File: src/rtl/pb_audio_io_pkg.sv
// ---------------------------------------------------------------------------
// pb_audio_io_pkg : register map, bit indices and reset constants
// Rev 1.0
// ---------------------------------------------------------------------------
`default_nettype none

package pb_audio_io_pkg;

  typedef enum logic [2:0] {
    REG_STATUS = 3'd0,
    REG_DATA   = 3'd1,
    REG_LEVEL  = 3'd2,
    REG_THRESH = 3'd3,
    REG_CTRL   = 3'd4,
    REG_PLAY   = 3'd5,
    REG_RSVD6  = 3'd6,
    REG_RSVD7  = 3'd7
  } reg_sel_e;

  localparam int CTRL_CAP_EN  = 0;
  localparam int CTRL_IRQ_EN  = 1;
  localparam int CTRL_OVF_CLR = 2;
  localparam int CTRL_FLUSH   = 3;

  localparam int ST_EMPTY = 0;
  localparam int ST_FULL  = 1;
  localparam int ST_OVF   = 2;
  localparam int ST_IRQ   = 3;

  localparam logic [7:0] THRESH_RST = 8'h08;

endpackage

`default_nettype wire

File: src/rtl/pb_audio_io_if.sv
// ---------------------------------------------------------------------------
// pb_audio_io_if : PicoBlaze port bus (CPU is master, peripheral is slave)
// Rev 1.0
// ---------------------------------------------------------------------------
`default_nettype none

interface pb_audio_io_if;
  logic [7:0] port_id;
  logic       write_strobe;
  logic [7:0] out_port;
  logic       read_strobe;
  logic [7:0] in_port;
  logic       interrupt;
  logic       interrupt_ack;

  modport master (
    output port_id, write_strobe, out_port, read_strobe, interrupt_ack,
    input  in_port, interrupt
  );

  modport slave (
    input  port_id, write_strobe, out_port, read_strobe, interrupt_ack,
    output in_port, interrupt
  );
endinterface

`default_nettype wire

File: src/rtl/pb_sample_fifo.sv
// ---------------------------------------------------------------------------
// pb_sample_fifo : sync FIFO, flush beats push/pop, full push is dropped
// Rev 1.0
// ---------------------------------------------------------------------------
`default_nettype none

module pb_sample_fifo #(
  parameter int FIFO_AW = 4
) (
  input  wire logic               clk,
  input  wire logic               reset,
  input  wire logic               push,
  input  wire logic               pop,
  input  wire logic               flush,
  input  wire logic [7:0]         wdata,
  output logic      [7:0]         rdata,
  output logic                    empty,
  output logic                    full,
  output logic      [FIFO_AW:0]   level,
  output logic                    drop
);

  localparam int DEPTH = 1 << FIFO_AW;

  logic [7:0]         mem [DEPTH];
  logic [FIFO_AW-1:0] wptr;
  logic [FIFO_AW-1:0] rptr;
  logic [FIFO_AW:0]   count;
  logic               do_push;
  logic               do_pop;

  assign empty = (count == '0);
  assign full  = count[FIFO_AW];
  assign level = count;
  assign rdata = mem[rptr];

  // A pop frees the slot the same-cycle push needs, so a full FIFO accepts it
  assign do_pop  = pop & ~empty & ~flush;
  assign do_push = push & ~flush & (~full | do_pop);
  assign drop    = push & ~flush & full & ~do_pop;

  always_ff @(posedge clk) begin
    if (do_push) mem[wptr] <= wdata;
  end

  always_ff @(posedge clk or posedge reset) begin
    if (reset) begin
      wptr  <= '0;
      rptr  <= '0;
      count <= '0;
    end else if (flush) begin
      wptr  <= '0;
      rptr  <= '0;
      count <= '0;
    end else begin
      if (do_push) wptr <= wptr + FIFO_AW'(1);
      if (do_pop)  rptr <= rptr + FIFO_AW'(1);
      case ({do_push, do_pop})
        2'b10:   count <= count + (FIFO_AW+1)'(1);
        2'b01:   count <= count - (FIFO_AW+1)'(1);
        default: count <= count;
      endcase
    end
  end

endmodule

`default_nettype wire

File: src/rtl/pb_audio_io.sv
// ---------------------------------------------------------------------------
// pb_audio_io : PicoBlaze audio capture FIFO / playback port with interrupt
// Rev 1.0
// ---------------------------------------------------------------------------
`default_nettype none

module pb_audio_io
  import pb_audio_io_pkg::*;
#(
  parameter int         FIFO_AW   = 4,
  parameter logic [7:0] BASE_ADDR = 8'h00
) (
  input  wire logic       clk,
  input  wire logic       reset,
  pb_audio_io_if.slave    bus,
  input  wire logic       cap_valid,
  input  wire logic [7:0] cap_data,
  output logic      [7:0] play_data,
  output logic            play_valid
);

  logic             hit;
  reg_sel_e         sel;
  logic             wr_thresh, wr_ctrl, wr_play, pop_req;
  logic             ovf_clr, flush;
  logic             cap_en, irq_en, overflow, irq_pending, thr_prev;
  logic [7:0]       thresh;
  logic [7:0]       in_port_q;
  logic [7:0]       rdata;
  logic [7:0]       level_byte;
  logic [7:0]       status;
  logic             thr_hit, irq_set;
  logic [7:0]       fifo_rdata;
  logic             fifo_empty, fifo_full, fifo_drop;
  logic [FIFO_AW:0] fifo_level;

  assign hit       = (bus.port_id[7:3] == BASE_ADDR[7:3]);
  assign sel       = reg_sel_e'(bus.port_id[2:0]);
  assign wr_thresh = bus.write_strobe & hit & (sel == REG_THRESH);
  assign wr_ctrl   = bus.write_strobe & hit & (sel == REG_CTRL);
  assign wr_play   = bus.write_strobe & hit & (sel == REG_PLAY);
  assign pop_req   = bus.read_strobe  & hit & (sel == REG_DATA);
  assign ovf_clr   = wr_ctrl & bus.out_port[CTRL_OVF_CLR];
  assign flush     = wr_ctrl & bus.out_port[CTRL_FLUSH];

  pb_sample_fifo #(.FIFO_AW(FIFO_AW)) u_fifo (
    .clk   (clk),
    .reset (reset),
    .push  (cap_valid & cap_en),
    .pop   (pop_req),
    .flush (flush),
    .wdata (cap_data),
    .rdata (fifo_rdata),
    .empty (fifo_empty),
    .full  (fifo_full),
    .level (fifo_level),
    .drop  (fifo_drop)
  );

  assign level_byte = 8'(fifo_level);

  always_comb begin
    status           = 8'h00;
    status[ST_EMPTY] = fifo_empty;
    status[ST_FULL]  = fifo_full;
    status[ST_OVF]   = overflow;
    status[ST_IRQ]   = irq_pending;
  end

  always_comb begin
    rdata = 8'h00;
    if (hit) begin
      case (sel)
        REG_STATUS: rdata = status;
        REG_DATA:   rdata = fifo_empty ? 8'h00 : fifo_rdata;
        REG_LEVEL:  rdata = level_byte;
        REG_THRESH: rdata = thresh;
        REG_CTRL:   rdata = {6'b0, irq_en, cap_en};
        default:    rdata = 8'h00;
      endcase
    end
  end

  // Threshold interrupts are edge-triggered so a level parked above THRESH fires once
  assign thr_hit = irq_en & (thresh != 8'h00) & (level_byte >= thresh);
  assign irq_set = (thr_hit & ~thr_prev) | (fifo_drop & ~overflow & irq_en);

  always_ff @(posedge clk or posedge reset) begin
    if (reset) begin
      in_port_q   <= 8'h00;
      thresh      <= THRESH_RST;
      cap_en      <= 1'b0;
      irq_en      <= 1'b0;
      overflow    <= 1'b0;
      thr_prev    <= 1'b0;
      irq_pending <= 1'b0;
      play_data   <= 8'h00;
      play_valid  <= 1'b0;
    end else begin
      in_port_q  <= rdata;
      thr_prev   <= thr_hit;
      play_valid <= wr_play;
      if (wr_thresh) thresh <= bus.out_port;
      if (wr_ctrl) begin
        cap_en <= bus.out_port[CTRL_CAP_EN];
        irq_en <= bus.out_port[CTRL_IRQ_EN];
      end
      if (wr_play) play_data <= bus.out_port;
      if (fifo_drop)    overflow <= 1'b1;
      else if (ovf_clr) overflow <= 1'b0;
      if (irq_set)                irq_pending <= 1'b1;
      else if (bus.interrupt_ack) irq_pending <= 1'b0;
    end
  end

  assign bus.in_port   = in_port_q;
  assign bus.interrupt = irq_pending;

endmodule

`default_nettype wire

File: src/flat_wrapper.sv
// flat-port wrapper written by rule: the top's interface ports become plain ports
module pb_audio_io_flat import pb_audio_io_pkg::*;
#(
  parameter int         FIFO_AW   = 4,
  parameter logic [7:0] BASE_ADDR = 8'h00
)
  (clk, reset, cap_valid, cap_data, play_data, play_valid, bus_port_id, bus_write_strobe, bus_out_port, bus_read_strobe, bus_interrupt_ack, bus_in_port, bus_interrupt);
  pb_audio_io_if bus_i ();
  input  wire logic clk;
  input  wire logic reset;
  input  wire logic cap_valid;
  input  wire logic [7:0] cap_data;
  output logic      [7:0] play_data;
  output logic play_valid;
  input wire logic [$bits(bus_i.port_id)-1:0] bus_port_id;
  input wire logic [$bits(bus_i.write_strobe)-1:0] bus_write_strobe;
  input wire logic [$bits(bus_i.out_port)-1:0] bus_out_port;
  input wire logic [$bits(bus_i.read_strobe)-1:0] bus_read_strobe;
  input wire logic [$bits(bus_i.interrupt_ack)-1:0] bus_interrupt_ack;
  output wire logic [$bits(bus_i.in_port)-1:0] bus_in_port;
  output wire logic [$bits(bus_i.interrupt)-1:0] bus_interrupt;
  assign bus_i.port_id = bus_port_id;
  assign bus_i.write_strobe = bus_write_strobe;
  assign bus_i.out_port = bus_out_port;
  assign bus_i.read_strobe = bus_read_strobe;
  assign bus_i.interrupt_ack = bus_interrupt_ack;
  assign bus_in_port = bus_i.in_port;
  assign bus_interrupt = bus_i.interrupt;
  pb_audio_io #(.FIFO_AW(FIFO_AW), .BASE_ADDR(BASE_ADDR)) u_core (.clk(clk), .reset(reset), .bus(bus_i), .cap_valid(cap_valid), .cap_data(cap_data), .play_data(play_data), .play_valid(play_valid));
endmodule
File: config.mk
export PLATFORM = sky130hd
export DESIGN_NAME = pb_audio_io_flat
export DESIGN_NICKNAME = d
export VERILOG_FILES = /design/src/rtl/pb_audio_io_pkg.sv /design/src/rtl/pb_audio_io_if.sv /design/src/rtl/pb_sample_fifo.sv /design/src/rtl/pb_audio_io.sv /design/src/flat_wrapper.sv
export SDC_FILE = /design/constraint.sdc
export NUM_CORES = 1
export LEC_CHECK = 0
export CAP_MARGIN = 20
export CORE_UTILIZATION = 35
export DETAILED_ROUTE_END_ITERATION = 10
export PLACE_DENSITY = 0.6
export REMOVE_ABC_BUFFERS = 1
export SLEW_MARGIN = 15
export SYNTH_ARGS = -nofsm -noshare
export SYNTH_HDL_FRONTEND = slang
export SYNTH_HIERARCHICAL = 1
export SYNTH_SLANG_ARGS = --single-unit
File: constraint.sdc
create_clock -name clk -period 4.3 [get_ports clk]
set_input_delay 1.29 -clock clk [delete_from_list [all_inputs] [get_ports clk]]
set_output_delay 1.29 -clock clk [all_outputs]
set_load 0.01 [all_outputs]
Word-level counts from Yosys, hierarchy flattened
Memory sizes are Yosys's and may differ from the RTL's.
Cells that the tools add are included.

operators by class
  $add $sub $neg = 4
  $lt $le $gt $ge = 1
  equality and inequality tests = 7
  mux-type cells = 15
  bitwise logic cells = 28
  reductions and logical operators = 9

operators with widths
  operator                                                                count
  8-bit one-hot mux with 5 select lines                                   1
  1-bit AND                                                               20
  4-bit two-way mux                                                       4
  8-bit two-way mux                                                       2
  5-bit logical NOT                                                       2
  5-bit one-hot mux with 2 select lines                                   1
  4-bit by 1-bit adder with 4-bit output (second input constant)          2
  5-bit by 8-bit >= comparator with 1-bit output                          1
  2-bit nonzero test                                                      4
  8-bit nonzero test                                                      1
  3-bit by 2-bit equality test with 1-bit output (second input constant)  2
  3-bit equality test (second input constant)                             2
  1-bit two-way mux                                                       6
  1-bit NOT                                                               6
  5-bit by 1-bit adder with 5-bit output (second input constant)          1
  5-bit two-way mux                                                       1
  5-bit by 1-bit subtractor with 5-bit output (second input constant)     1
  3-bit by 1-bit equality test with 1-bit output (second input constant)  1
  3-bit logical NOT                                                       1
  3-bit nonzero test                                                      1
  2-bit by 1-bit equality test with 1-bit output (second input constant)  1
  2-bit equality test (second input constant)                             1
  1-bit OR                                                                2

storage, ports and cells
  register bits after elaboration = 43
  bits in writable memories = 128
  input bits = 30
  output and inout port bits = 18
  word-level logic and storage cells = 77
  memories = 1

memory list
  memory             depth  width  read ports  clocked after Yosys merged registers in  wr ports  line                  text
  u_core.u_fifo.mem  16     8      1           0                                        1         pb_sample_fifo.sv:25  logic [7:0] mem [DEPTH];

Logic depth before layout (Yosys ltp)
  word-level depth = 12
  mapped depth = 12
  depth with buffers taken out = 12

Cells and area by module
The synthesis kept the hierarchy.

by module, submodules not included
  module          instances  cells each  area an instance (um^2)  sequential area each (um^2)
  pb_sample_fifo  1          317         5840.6                   4169.0
  pb_audio_io     1          126         1481.4                   752.0

Least setup slack after synthesis
OpenSTA, ideal clock, no wires.

  path type = input -> register
  start = input bus_port_id[6]
  end = register u_core.u_fifo.count[4] (netlist: u_core/u_fifo/level[4])
  setup time = 0.088 ns
  arrival = 4.585 ns
  data required time = 4.212 ns
  path slack = -0.373 ns
  stages on the path = 11
  path buffers = 0
  cell sequence = or2_1 -> nor4_1 -> nand2b_1 -> nor3_1 -> nand2b_1 -> or3_1 -> fa_1 -> nand2b_1 -> o2bb2ai_1 -> or3b_2 -> a41oi_1

between the ends
  elaborated cells on any way between the ends = 17
  classes of those cells = eq/ne: 2; mux: 2; bitwise: 11; reduce/logical: 2

RTL lines
  element                                                                                line                  text
  start: declaration                                                                     flat_wrapper.sv:15    input wire logic [$bits(bus_i.port_id)-1:0] bus_port_id;
  5-bit logical NOT (*)                                                                  pb_audio_io.sv:37     assign hit = (bus.port_id[7:3] == BASE_ADDR[7:3]);
  1-bit AND (*) (2 in a row)                                                             pb_audio_io.sv:42     assign pop_req = bus.read_strobe & hit & (sel == REG_DATA);
  via u_core.pop_req                                                                     pb_audio_io.sv:24     logic wr_thresh, wr_ctrl, wr_play, pop_req;
  1-bit AND (*) (2 in a row)                                                             pb_sample_fifo.sv:38  assign do_pop = pop & ~empty & ~flush;
  1-bit OR                                                                               pb_sample_fifo.sv:39  assign do_push = push & ~flush & (~full | do_pop);
  1-bit AND                                                                              pb_sample_fifo.sv:39
  2-bit by 1-bit equality test with 1-bit output or 2-bit equality test (tied branches)  pb_sample_fifo.sv:58  case ({do_push, do_pop})
  5-bit one-hot mux with 2 select lines                                                  pb_sample_fifo.sv:58
  5-bit two-way mux                                                                      pb_sample_fifo.sv:51  end else if (flush) begin
  end signal: assignment                                                                 pb_sample_fifo.sv:59  2'b10: count <= count + (FIFO_AW+1)'(1);
  end signal: assignment                                                                 pb_sample_fifo.sv:60  2'b01: count <= count - (FIFO_AW+1)'(1);
  end signal: assignment                                                                 pb_sample_fifo.sv:61  default: count <= count;
  end: declaration                                                                       pb_sample_fifo.sv:28  logic [FIFO_AW:0] count;

Mark *: on every way through the listed nets, which the timed path passes. The rest lies on a longest branch.
A chain may end at the register's enable or synchronous reset.

Worst setup path in the final report
Same ends and word-level chain as after synthesis.

==> results.sh <==
export IMPL_rsz0062_at_grt="false"
export IMPL_io_pins=48
export IMPL_yosys_area_top_type="edfxtp_1"
export IMPL_hold_ws_ps=471
export IMPL_grt_ovfl_total=0
export IMPL_ys_seq_elements=171
export IMPL_antenna_found_initial=0
export IMPL_viasPerCell=5.27
export IMPL_slew_viol_final=0
export IMPL_finalHoldViolations=0
export IMPL_synth_area_leaders="edfxtp_1 (52%), dfrtp_1 (14%), mux4_2 (10%), mux2_2 (3.1%), ha_1 (2.2%)"
export IMPL_hp_class="reg -> reg"
export IMPL_grt_max_degree=17
export IMPL_dr_pass1_iters=5
export IMPL_period_needed_ps=4060
export IMPL_max_slew_margin_pct=42.1
export IMPL_hp_start="u_core/thr_prev"
export IMPL_leakage_nw=3.19
export IMPL_synthesis_area_um2=7320
export IMPL_drtIter0Drc=312
export IMPL_synthDominantCellAreaShare_pct=52.5
export IMPL_clk_latency_ps=420
export IMPL_ctsResizeCount=0
export IMPL_worst_slack_ps=236
export IMPL_synth_edf_count=128
export IMPL_syn_inst=443
export IMPL_num_rows=52
export IMPL_grt_usage_pct=15.4
export IMPL_gp_congestion=0.848
export IMPL_r2r_end="u_core/u_fifo/level[4]"
export IMPL_fin_crit_sh_pct=94.5
export IMPL_port_buffers=47
export IMPL_nets=557
export IMPL_diodes=0
export IMPL_r2r_slack_ps=1380
export IMPL_powerDensity_nw_per_um2=430
export IMPL_grt_pass1_wl_um=24500
export IMPL_ys_seq_area_share_pct=67.2
export IMPL_worst_hold_path_num_cells=1
export IMPL_synth_warnings=6
export IMPL_start_util_pct=36.0
export IMPL_holdBufCountCts=0
export IMPL_place_ws_ps=-351
export IMPL_fmax_mhz=246
export IMPL_crit_path_end_kind="flop"
export IMPL_ir_worst_vdd_uv=256
export IMPL_drv_cap=0
export IMPL_min_to="u_core/bus.interrupt"
export IMPL_crit_reg2reg_launch="u_core/u_fifo/level[1]"
export IMPL_synth_main_ff_cell="edfxtp_1"
export IMPL_post_route_drc_count=0
export IMPL_cts_setup_buffers=0
export IMPL_worstPathRequired_ps=4640
export IMPL_setup_tns_ps=0
export IMPL_cts_clk_slew_worst_paths_ps=70
export IMPL_critPathArrivalTime_ps=4400
export IMPL_cp_max_fo=3
export IMPL_finClkSkew_ps=10.6
export IMPL_cts_sinks=171
export IMPL_root_buffer="clkbuf_16"
export IMPL_htree_levels=4
export IMPL_clock_path_buffers=2
export IMPL_tritoncts="yes"
export IMPL_final_util_pct=43.3
export IMPL_synth_async_reset_ratio_pct=25.1
export IMPL_yosysUniqueCellTypes=55
export IMPL_die_area_um2=21500
export IMPL_wirelength_um=15700
export IMPL_setup_viol=0
export IMPL_ant_nets=0
export IMPL_worst_pin_slew_ps=862
export IMPL_wl_per_cell_um=19.7
export IMPL_critPathKind="in -> reg"
export IMPL_fill_cells=1784
export IMPL_drive_gt1_share_pct=23.4
export IMPL_via_count=4191
export IMPL_status="finished clean"
export IMPL_core_area_um2=20400
export IMPL_syn_avg_cell_area_um2=16.5
export IMPL_dpl_hpwl_um=10700
export IMPL_numCtsBuffers=17
export IMPL_ff2ff_path_depth=9
export IMPL_die_x_um=147
export IMPL_area_delta_synth_final_pct=20.4
export IMPL_die_h_um=147
export IMPL_grt_pass1_vias=4263
export IMPL_start_kind="input port"
## report_power, final
part / switching (mW) / total (mW) / internal, mW
clock: 0.657 / 1.47 / 0.812
combinational: 0.209 / 0.420 / 0.211
sequential: 0.0838 / 1.90 / 1.82
## layout make-up
class | count | area, um^2 | share of cell area [%]
Inverter | 17 | 63.8 | 0.724
Multi-Input combinational cell | 233 | 2250 | 25.5
Clock inverter | 14 | 136 | 1.55
Clock buffer | 18 | 429 | 4.87
Tap cell | 270 | 338 | 3.83
Timing Repair Buffer | 73 | 673 | 7.64
Sequential cell | 171 | 4920 | 55.8
## flip-flops by register name (all words and copies together), names as in the netlist
signal and cells:
u_core/overflow 1, u_core/bus.in_port 8, u_core/play_valid 1, u_core/play_data 8, u_core/u_fifo/wptr 4, u_core/irq_en 1, u_core/cap_en 1, u_core/bus.interrupt 1
u_core/u_fifo/level 5, u_core/thr_prev 1, u_core/thresh 8, u_core/u_fifo/rptr 4, u_core/u_fifo/mem 128
## cells by family after synthesis
| logic type | count (synthesis) | synth area share, % |
|---|---|---|
| AO/OA/AOI/OAI | 52 | 5.40 |
| XOR/XNOR | 8 | 0.957 |
| adder cells (fa/ha/maj) | 14 | 2.49 |
| buffers and inverters | 39 | 2.20 |
| flip-flops | 171 | 67.2 |
| multiplexers | 57 | 13.8 |
| AND/OR/NAND/NOR | 102 | 7.89 |
## per-layer routing
metal	share of wire [%]	global-route usage [%]
met5	0	0
met4	0.71	3.85
met3	5.3	4.03
met2	50	24.5
met1	44	21.0
## synth_stat cells (all sizes together), types with 2 or more instances
master,instances
a21oi,6
nor3b,6
a32o,2
nor3,6
clkbuf,12
buf,10
a211oi,3
and2,6
or4,2
nor2,28
nor4,3
and4,4
o21ai,6
mux4,33
xnor2,3
o211ai,3
nand2b,8
nand4,3
and3,7
a22oi,19
mux2,21
a21o,4
xor2,5
inv,17
mux2i,3
ha,13
nor2b,5
nand2,14
a222oi,2
dfrtp,42
nand3b,3
edfxtp,128
## metrics by stage
| stage | power, mW | instance area [um^2] | instances |
|---|---|---|---|
| after CTS | 3.82 | 8800 | 796 |
| final | 3.79 | 8810 | 796 |
| after floorplan | 2.17 | 7220 | 421 |
| after global routing | 3.95 | 8810 | 796 |
| after global placement | 2.34 | 8220 | 763 |
| after detailed placement | 2.35 | 8240 | 764 |
## critical path, stage by stage
cell,delay [ps]
clkdlybuf4s50_1,390
or2_1,250
nor4_2,180
buf_4,170
nand2b_1,80
nor3_2,150
nand2b_1,110
or3_1,360
fa_1,450
nand2b_1,160
o2bb2ai_1,150
or3b_2,440
a41oi_1,220
## worst max-delay path by stage
stage                    from                endpoint  cells past startpoint
2_1_floorplan  bus_port_id[6]  u_core/u_fifo/level[4]                     11
3_3_place_gp   bus_port_id[6]  u_core/u_fifo/level[4]                     13
3_5_place_dp   bus_port_id[6]  u_core/u_fifo/level[4]                     13
4_1_cts        bus_port_id[6]  u_core/u_fifo/level[4]                     13
5_1_grt        bus_port_id[6]  u_core/u_fifo/level[4]                     13
6_report       bus_port_id[6]  u_core/u_fifo/level[4]                     13
## layout by cell type (no fill, tap or decap), types with 7 or more instances in the layout
cell	netlist	final
nor2_1	28	28
buf_4	2	25
nand2_1	14	14
clkdlybuf4s50_1	0	47
inv_1	17	17
dfrtp_1	42	41
edfxtp_1	128	128
mux4_2	33	33
ha_1	13	13
a22oi_1	19	19
nand2b_1	8	8
mux2_2	20	20
clkbuf_16	0	17
and3_1	7	7
No activity file was read; power rests on OpenSTA's default activity.
